==> src/rtl/mips_dbg_pkg.sv <==
// mips_dbg_pkg: shared definitions for the mips run/debug sequencer.
//   - run_state_t   : sequencer FSM states
//   - CMD_*         : cmd_op encodings (HALT, RUN, STEP, RUN_N)
//   - CAUSE_*       : stop_cause encodings
//   - HALT_OP_DEFAULT : opcode in im_out[15:12] that acts as a halt instruction
//   - is_active()   : true for states that may drive work high
package mips_dbg_pkg;

  typedef enum logic [1:0] {
    ST_IDLE  = 2'd0,
    ST_RUN   = 2'd1,
    ST_RUN_N = 2'd2,
    ST_STEP  = 2'd3
  } run_state_t;

  localparam logic [1:0] CMD_HALT  = 2'b00;
  localparam logic [1:0] CMD_RUN   = 2'b01;
  localparam logic [1:0] CMD_STEP  = 2'b10;
  localparam logic [1:0] CMD_RUN_N = 2'b11;

  localparam logic [2:0] CAUSE_NONE       = 3'd0;
  localparam logic [2:0] CAUSE_CMD        = 3'd1;
  localparam logic [2:0] CAUSE_COUNT      = 3'd2;
  localparam logic [2:0] CAUSE_BREAK      = 3'd3;
  localparam logic [2:0] CAUSE_HALT_INSTR = 3'd4;

  localparam logic [3:0] HALT_OP_DEFAULT = 4'hF;

  function automatic logic is_active(input run_state_t s);
    return (s != ST_IDLE);
  endfunction

endpackage

==> src/rtl/mips_run_ctrl_if.sv <==
// mips_run_ctrl_if: command channel into the run/debug sequencer.
//   cmd_valid : command present
//   cmd_ready : command accepted on a posedge where cmd_valid & cmd_ready
//   cmd_op    : 00 HALT, 01 RUN, 10 STEP, 11 RUN_N
//   cmd_arg   : cycle count for RUN_N
// Handshake: a command transfers on a rising clk edge where both cmd_valid
// and cmd_ready are high; cmd_op/cmd_arg must be stable while cmd_valid is
// high. cmd_ready may depend combinationally on cmd_op (HALT is always
// accepted), so the master must not make cmd_op depend on cmd_ready.
interface mips_run_ctrl_if #(
  parameter int CNT_W = 16
) ();
  logic             cmd_valid;
  logic             cmd_ready;
  logic [1:0]       cmd_op;
  logic [CNT_W-1:0] cmd_arg;

  modport master (
    output cmd_valid,
    output cmd_op,
    output cmd_arg,
    input  cmd_ready
  );

  modport slave (
    input  cmd_valid,
    input  cmd_op,
    input  cmd_arg,
    output cmd_ready
  );
endinterface

==> src/rtl/mips_stop_detect.sv <==
// mips_stop_detect: combinational stop-condition evaluator.
// Inputs : state, first, cmd_valid, cmd_op, pc, bp_en, bp_addr, im_out
// Outputs: stop  - an active state must end this cycle without doing work
//          cause - stop_cause code for that stop
// Priority: HALT command, then halt instruction, then breakpoint. In STEP
// only the HALT command counts; the step always executes otherwise.
module mips_stop_detect
  import mips_dbg_pkg::*;
#(
  parameter int         PC_W    = 8,
  parameter logic [3:0] HALT_OP = HALT_OP_DEFAULT
) (
  input  run_state_t       state,
  input  logic             first,
  input  logic             cmd_valid,
  input  logic [1:0]       cmd_op,
  input  logic [PC_W-1:0]  pc,
  input  logic             bp_en,
  input  logic [PC_W-1:0]  bp_addr,
  input  logic [15:0]      im_out,
  output logic             stop,
  output logic [2:0]       cause
);

  logic hcmd;
  logic hins;
  logic brk;
  logic unused_im;

  // Only the opcode field matters here.
  assign unused_im = ^im_out[11:0];

  // first masks hins/brk so a resume steps past the instruction that stopped us.
  assign hcmd = cmd_valid && (cmd_op == CMD_HALT);
  assign hins = !first && (im_out[15:12] == HALT_OP);
  assign brk  = !first && bp_en && (pc == bp_addr);

  always_comb begin
    stop  = 1'b0;
    cause = CAUSE_NONE;
    case (state)
      ST_RUN, ST_RUN_N: begin
        if (hcmd) begin
          stop  = 1'b1;
          cause = CAUSE_CMD;
        end else if (hins) begin
          stop  = 1'b1;
          cause = CAUSE_HALT_INSTR;
        end else if (brk) begin
          stop  = 1'b1;
          cause = CAUSE_BREAK;
        end
      end
      ST_STEP: begin
        if (hcmd) begin
          stop  = 1'b1;
          cause = CAUSE_CMD;
        end
      end
      default: begin
        stop  = 1'b0;
        cause = CAUSE_NONE;
      end
    endcase
  end

endmodule

==> src/rtl/mips_run_ctrl.sv <==
// mips_run_ctrl: run/debug sequencer producing the work enable for mips.
// Ports:
//   clk, rst    : clock, asynchronous active-high reset
//   cmd         : command channel (mips_run_ctrl_if.slave)
//   bp_en       : breakpoint enable
//   bp_addr     : breakpoint PC
//   pc, im_out  : observed datapath PC and fetched instruction
//   work        : datapath enable (combinational, drops as soon as rst rises)
//   busy        : sequencer not idle
//   done        : one-cycle pulse after returning to idle from an active state
//   stop_cause  : why the last run ended (held until the next RUN/STEP/RUN_N)
//   cycles      : number of cycles with work=1, wraps, cleared only by reset
//   state_dbg   : current FSM state
module mips_run_ctrl
  import mips_dbg_pkg::*;
#(
  parameter int         PC_W    = 8,
  parameter int         CNT_W   = 16,
  parameter int         CYC_W   = 32,
  parameter logic [3:0] HALT_OP = HALT_OP_DEFAULT
) (
  input  logic              clk,
  input  logic              rst,
  mips_run_ctrl_if.slave    cmd,
  input  logic              bp_en,
  input  logic [PC_W-1:0]   bp_addr,
  input  logic [PC_W-1:0]   pc,
  input  logic [15:0]       im_out,
  output logic              work,
  output logic              busy,
  output logic              done,
  output logic [2:0]        stop_cause,
  output logic [CYC_W-1:0]  cycles,
  output run_state_t        state_dbg
);

  run_state_t       state, state_n;
  logic             first, first_n;
  logic [CNT_W-1:0] remaining, remaining_n;
  logic [2:0]       cause_n;
  logic             done_n;
  logic             det_stop;
  logic [2:0]       det_cause;

  mips_stop_detect #(
    .PC_W    (PC_W),
    .HALT_OP (HALT_OP)
  ) u_stop_detect (
    .state     (state),
    .first     (first),
    .cmd_valid (cmd.cmd_valid),
    .cmd_op    (cmd.cmd_op),
    .pc        (pc),
    .bp_en     (bp_en),
    .bp_addr   (bp_addr),
    .im_out    (im_out),
    .stop      (det_stop),
    .cause     (det_cause)
  );

  // HALT is always accepted so it can interrupt an active run.
  assign cmd.cmd_ready = (state == ST_IDLE) || (cmd.cmd_op == CMD_HALT);
  assign busy          = is_active(state);
  assign state_dbg     = state;

  always_ff @(posedge clk or posedge rst) begin
    if (rst) begin
      state      <= ST_IDLE;
      first      <= 1'b0;
      remaining  <= '0;
      stop_cause <= CAUSE_NONE;
      done       <= 1'b0;
      cycles     <= '0;
    end else begin
      state      <= state_n;
      first      <= first_n;
      remaining  <= remaining_n;
      stop_cause <= cause_n;
      done       <= done_n;
      cycles     <= cycles + {{(CYC_W-1){1'b0}}, work};
    end
  end

  always_comb begin
    state_n     = state;
    first_n     = first;
    remaining_n = remaining;
    cause_n     = stop_cause;
    done_n      = 1'b0;
    work        = 1'b0;
    case (state)
      ST_IDLE: begin
        // HALT in idle is accepted (cmd_ready=1) but changes nothing.
        if (cmd.cmd_valid && (cmd.cmd_op != CMD_HALT)) begin
          first_n = 1'b1;
          cause_n = CAUSE_NONE;
          case (cmd.cmd_op)
            CMD_RUN:  state_n = ST_RUN;
            CMD_STEP: state_n = ST_STEP;
            CMD_RUN_N: begin
              state_n     = ST_RUN_N;
              remaining_n = cmd.cmd_arg;
            end
            default: state_n = ST_IDLE;
          endcase
        end
      end
      ST_RUN: begin
        first_n = 1'b0;
        if (det_stop) begin
          state_n = ST_IDLE;
          cause_n = det_cause;
          done_n  = 1'b1;
        end else begin
          work = 1'b1;
        end
      end
      ST_RUN_N: begin
        first_n = 1'b0;
        if (det_stop) begin
          state_n = ST_IDLE;
          cause_n = det_cause;
          done_n  = 1'b1;
        end else if (remaining == '0) begin
          // RUN_N with a zero argument: finish without doing any work.
          state_n = ST_IDLE;
          cause_n = CAUSE_COUNT;
          done_n  = 1'b1;
        end else begin
          work        = 1'b1;
          remaining_n = remaining - 1'b1;
          if (remaining == {{(CNT_W-1){1'b0}}, 1'b1}) begin
            state_n = ST_IDLE;
            cause_n = CAUSE_COUNT;
            done_n  = 1'b1;
          end
        end
      end
      ST_STEP: begin
        first_n = 1'b0;
        state_n = ST_IDLE;
        done_n  = 1'b1;
        if (det_stop) begin
          cause_n = det_cause;
        end else begin
          work    = 1'b1;
          cause_n = CAUSE_COUNT;
        end
      end
      default: state_n = ST_IDLE;
    endcase
  end

endmodule

==> src/flat_wrapper.sv <==
// flat-port wrapper written by rule: the top's interface ports become plain ports
module mips_run_ctrl_flat import mips_dbg_pkg::*;
#(
  parameter int         PC_W    = 8,
  parameter int         CNT_W   = 16,
  parameter int         CYC_W   = 32,
  parameter logic [3:0] HALT_OP = HALT_OP_DEFAULT
)
  (clk, rst, bp_en, bp_addr, pc, im_out, work, busy, done, stop_cause, cycles, state_dbg, cmd_cmd_valid, cmd_cmd_op, cmd_cmd_arg, cmd_cmd_ready);
  mips_run_ctrl_if #(.CNT_W(CNT_W)) cmd_i ();
  input  logic clk;
  input  logic rst;
  input  logic bp_en;
  input  logic [PC_W-1:0] bp_addr;
  input  logic [PC_W-1:0] pc;
  input  logic [15:0] im_out;
  output logic work;
  output logic busy;
  output logic done;
  output logic [2:0] stop_cause;
  output logic [CYC_W-1:0] cycles;
  output run_state_t state_dbg;
  input wire logic [$bits(cmd_i.cmd_valid)-1:0] cmd_cmd_valid;
  input wire logic [$bits(cmd_i.cmd_op)-1:0] cmd_cmd_op;
  input wire logic [$bits(cmd_i.cmd_arg)-1:0] cmd_cmd_arg;
  output wire logic [$bits(cmd_i.cmd_ready)-1:0] cmd_cmd_ready;
  assign cmd_i.cmd_valid = cmd_cmd_valid;
  assign cmd_i.cmd_op = cmd_cmd_op;
  assign cmd_i.cmd_arg = cmd_cmd_arg;
  assign cmd_cmd_ready = cmd_i.cmd_ready;
  mips_run_ctrl #(.PC_W(PC_W), .CNT_W(CNT_W), .CYC_W(CYC_W), .HALT_OP(HALT_OP)) u_core (.clk(clk), .rst(rst), .cmd(cmd_i), .bp_en(bp_en), .bp_addr(bp_addr), .pc(pc), .im_out(im_out), .work(work), .busy(busy), .done(done), .stop_cause(stop_cause), .cycles(cycles), .state_dbg(state_dbg));
endmodule
==> config.mk <==
export PLATFORM = sky130hd
export DESIGN_NAME = mips_run_ctrl_flat
export DESIGN_NICKNAME = d
export VERILOG_FILES = /design/src/rtl/mips_dbg_pkg.sv /design/src/rtl/mips_run_ctrl_if.sv /design/src/rtl/mips_stop_detect.sv /design/src/rtl/mips_run_ctrl.sv /design/src/flat_wrapper.sv
export SDC_FILE = /design/constraint.sdc
export NUM_CORES = 1
export LEC_CHECK = 0
export CAP_MARGIN = 5
export CORE_UTILIZATION = 25
export DETAILED_ROUTE_END_ITERATION = 10
export GPL_ROUTABILITY_DRIVEN = 0
export GPL_TIMING_DRIVEN = 0
export SLEW_MARGIN = 40
export SYNTH_ARGS = -nofsm -noshare
export SYNTH_HDL_FRONTEND = slang
export SYNTH_SLANG_ARGS = --single-unit
==> constraint.sdc <==
create_clock -name clk -period 4.8 [get_ports clk]
set_input_delay 0.96 -clock clk [delete_from_list [all_inputs] [get_ports clk]]
set_output_delay 0.96 -clock clk [all_outputs]
set_load 0.005 [all_outputs]
==> metrics <==
status=finished, final reports clean; DR WL/cell=14.1 um; vias in the first global route=2822; Die H=115 um; post-route minimum period=around 4.5 ns; vias per inst=4.77; DRC viols=0; Die ar.=between 10000 and 15000 sq um; Pwr Density=392 nW/um^2; CTS tree=built; Root Buffer=clkbuf_16; max-capacitance violation count=0; Clock Path Buffers=2; placed standard-cell area=between 4000 and 5000 sq um; Setup crit start kind=input pin; Initial Utilization=0.261; share of layout cells above drive strength 1=0.0678; IO Pins=95; Cells after Synth=337; clock power share=0.216; input/output buffers=82; largest net degree at the start of global routing=33; mux contribution to synthesized area=0.0187; Core Util, Final=0.363; remaining global-route overflow=0; via count=2844; relative slew slack=0.492; Crit-path slowest cell=clkdlybuf4s50_1; Layout Skew=0.00909 ns; most used cell, CP=clkdlybuf4s50_1; Reg power frac=0.399; Crit path largest cell delay=0.47 ns; asr flop ratio synth=1.00; register clock-pin slew on the reported worst setup and hold paths=0.08 ns; Lkg Pwr=roughly 1.8 nW; Fmax=0.221 GHz; Post-Synth Simple-Gate Area=0.269; kind of critical path=input pin to output pin; crit path capture type=output pin; final net count=roughly 490; first-pass GRT wire length=13.9 mm; post-synthesis compound-gate area fraction=0.102; Final period util=0.943; Final Slew Violations=0; Seq cells post-synth=55; Cell Int Power=1.09 mW; CP cell instances=clkdlybuf4s50_1 -> inv_1 -> ha_1 -> and3_1 -> o21ai_2 -> nor4_4 -> buf_2 -> buf_4 -> a2111oi_4 -> clkdlybuf4s50_1; GRT Overall Usage=0.132; crit path max fanout=10; Post-Syn Nets=404; Final setup viols=0; post-synthesis xor/xnor area fraction=0.104; synth top area cells=dfrtp_1 43%, xnor2_1 7.7%, ha_1 5.1%; Logic pwr share=0.385; Die Wd=approximately 120 um; smallest hold slack=0.478 ns; dpl hpwl=6.42 mm; Routed Antenna Nets=0; Post-synth top flop=dfrtp_1; synth unique cells=53; number of antenna violations at the first check in global routing=0; sequential share of the synthesized area=0.429; area leader, netlist=dfrtp_1; area of the mapped netlist=between 3000 and 4000 sq um; unrepaired setup endpoints after global routing=false; DRT Pass-1 Iters=4; clock sink count=55; post-synth top area share=0.429; ANT cells=0; WL final=roughly 8.4 mm; DP Worst Slack=-0.861 ns; Sw Share=0.373; core area=12300 sq um; Design Area, Final=~4500 sq um; clock latency on the worst-skew pair=0.30 ns; Fin. Hold Viols=0; Net Sw Power=between 600 and 700 uW; WP data arrival=3.57 ns; Site Rows=40; number of synthesized flops with an enable pin=0; Synth Area in Adders=0.0507; HP Class=flop to flop; setup bufs post-CTS=0; WP data required=3.84 ns; worst slew pin tran=0.755 ns; Iter 0 DRT Violations=127; Design Power=1.75 mW; post-cts hold buffer count=0; FILL cells=1222; Yosys Warn Count=0; CTS H-tree depth=2; Area growth syn-to-layout=39.0%; Setup WS post-layout=0.274 ns; Syn Area/Cell=9.51 sq um; TritonCTS buffer count=5; Max VDD drop=172 uV; combinational family with the most area after synthesis=simple AND/OR/NAND/NOR gates
==> critical path, delay by kind of cell <==
family / cells / cell delay [ns]
fa+ha+maj: 1 / 0.28
compound gates: 2 / 0.14
buf+inv: 5 / 1.57
simple gates: 2 / 0.61
==> what timing repair did <==
| action | CTS | global route |
|---|---|---|
| gates cloned | 0 | 0 |
| endpoints found under the setup margin | 14 | 10 |
| resized for setup | 3 | 5 |
==> registers in the layout, summed over array words and instances, names as in the netlist <==
name	count
u_core.remaining	16
u_core.done	1
u_core.first	1
u_core.cycles	32
u_core.state_dbg	2
u_core.stop_cause	3
==> layer usage <==
layer  vias to the layer above  track usage  wire length, um
met3                         6       0.0295              448
met4                         0       0.0234               40
met5                         -            0                0
li1                       1399            -                -
met1                      1359        0.167             3780
met2                        80        0.231             4140
==> power groups by stage <==
| stage | sequential, mW | clock (mW) | combinational, mW |
|---|---|---|---|
| final | 0.697 | 0.377 | 0.671 |
| after global routing | 0.719 | 0.405 | 0.739 |
| after global placement | 0.699 | 0 | 0.634 |
| after detailed placement | 0.704 | 0 | 0.651 |
| after CTS | 0.696 | 0.386 | 0.667 |
| after floorplan | 0.679 | 0 | 0.400 |
==> area by class of cell <==
class	instances	area [sq um]	share of cell area
multi-input cells	261	1790	0.402
repair buffers	83	841	0.189
clock inverters	2	17.5	0.00393
inverters	12	47.5	0.0107
well taps	168	210	0.0472
flip-flops and latches	55	1380	0.309
plain buffers	9	41.3	0.00927
clock buffers	6	129	0.0289
==> cells in the mapped netlist, types with 9 or more instances <==
| library cell | number |
|---|---|
| xnor2_1 | 28 |
| xor2_1 | 10 |
| o22ai_1 | 14 |
| nor3_1 | 19 |
| nor2_1 | 24 |
| a21oi_1 | 9 |
| nand2_1 | 37 |
| nand4_1 | 12 |
| dfrtp_1 | 55 |
| ha_1 | 13 |
| inv_1 | 11 |
==> path summary, 6_finish.rpt <==
check,startpoint,to,slack (ns),cells after the start
min in group asynchronous,rst,u_core.remaining[14]$_DFFE_PP0P_,0.98,2
max in group asynchronous,rst,u_core.cycles[0]$_DFF_PP0_,3.34,3
hold / removal,u_core.cycles[31]$_DFF_PP0_,u_core.cycles[31]$_DFF_PP0_,0.48,1
setup / recovery,cmd_cmd_op[1],work,0.27,10
setup reg to reg,u_core.state_dbg[0]$_DFFE_PP0P_,u_core.cycles[18]$_DFF_PP0_,0.78,16
hold reg to reg,u_core.cycles[31]$_DFF_PP0_,u_core.cycles[31]$_DFF_PP0_,0.48,1
==> stage by stage <==
| stage | TNS, ns | std cells |
|---|---|---|
| 2_1_floorplan | 0 | 337 |
| 3_3_place_gp | -12.11 | 587 |
| 3_5_place_dp | -8.37 | 588 |
| 4_1_cts | 0 | 596 |
| 5_1_grt | 0 | 596 |
| 6_report | 0 | 596 |
==> logic make-up (layout without fill, tap and decap cells) <==
group | after synthesis | after routing
fa+ha+maj | 13 | 13
buf+inv | 21 | 112
xor+xnor | 38 | 38
flops | 55 | 55
mux | 6 | 6
simple gates | 156 | 156
compound gates | 48 | 48
==> cells in the final DEF, fill, tap and decap left out, types with 7 or more instances in the layout <==
master	Yosys	final
o21ai_0	8	7
xor2_1	10	10
nand4_1	12	12
ha_1	13	12
a21oi_1	9	9
xnor2_1	28	28
nand2_1	37	37
dfrtp_1	55	55
nor2_1	24	24
nor3_1	19	19
inv_1	11	10
nand3_1	8	8
clkdlybuf4s50_1	0	82
o22ai_1	14	14
and3_1	7	7
(Power assumes the default switching activity.)
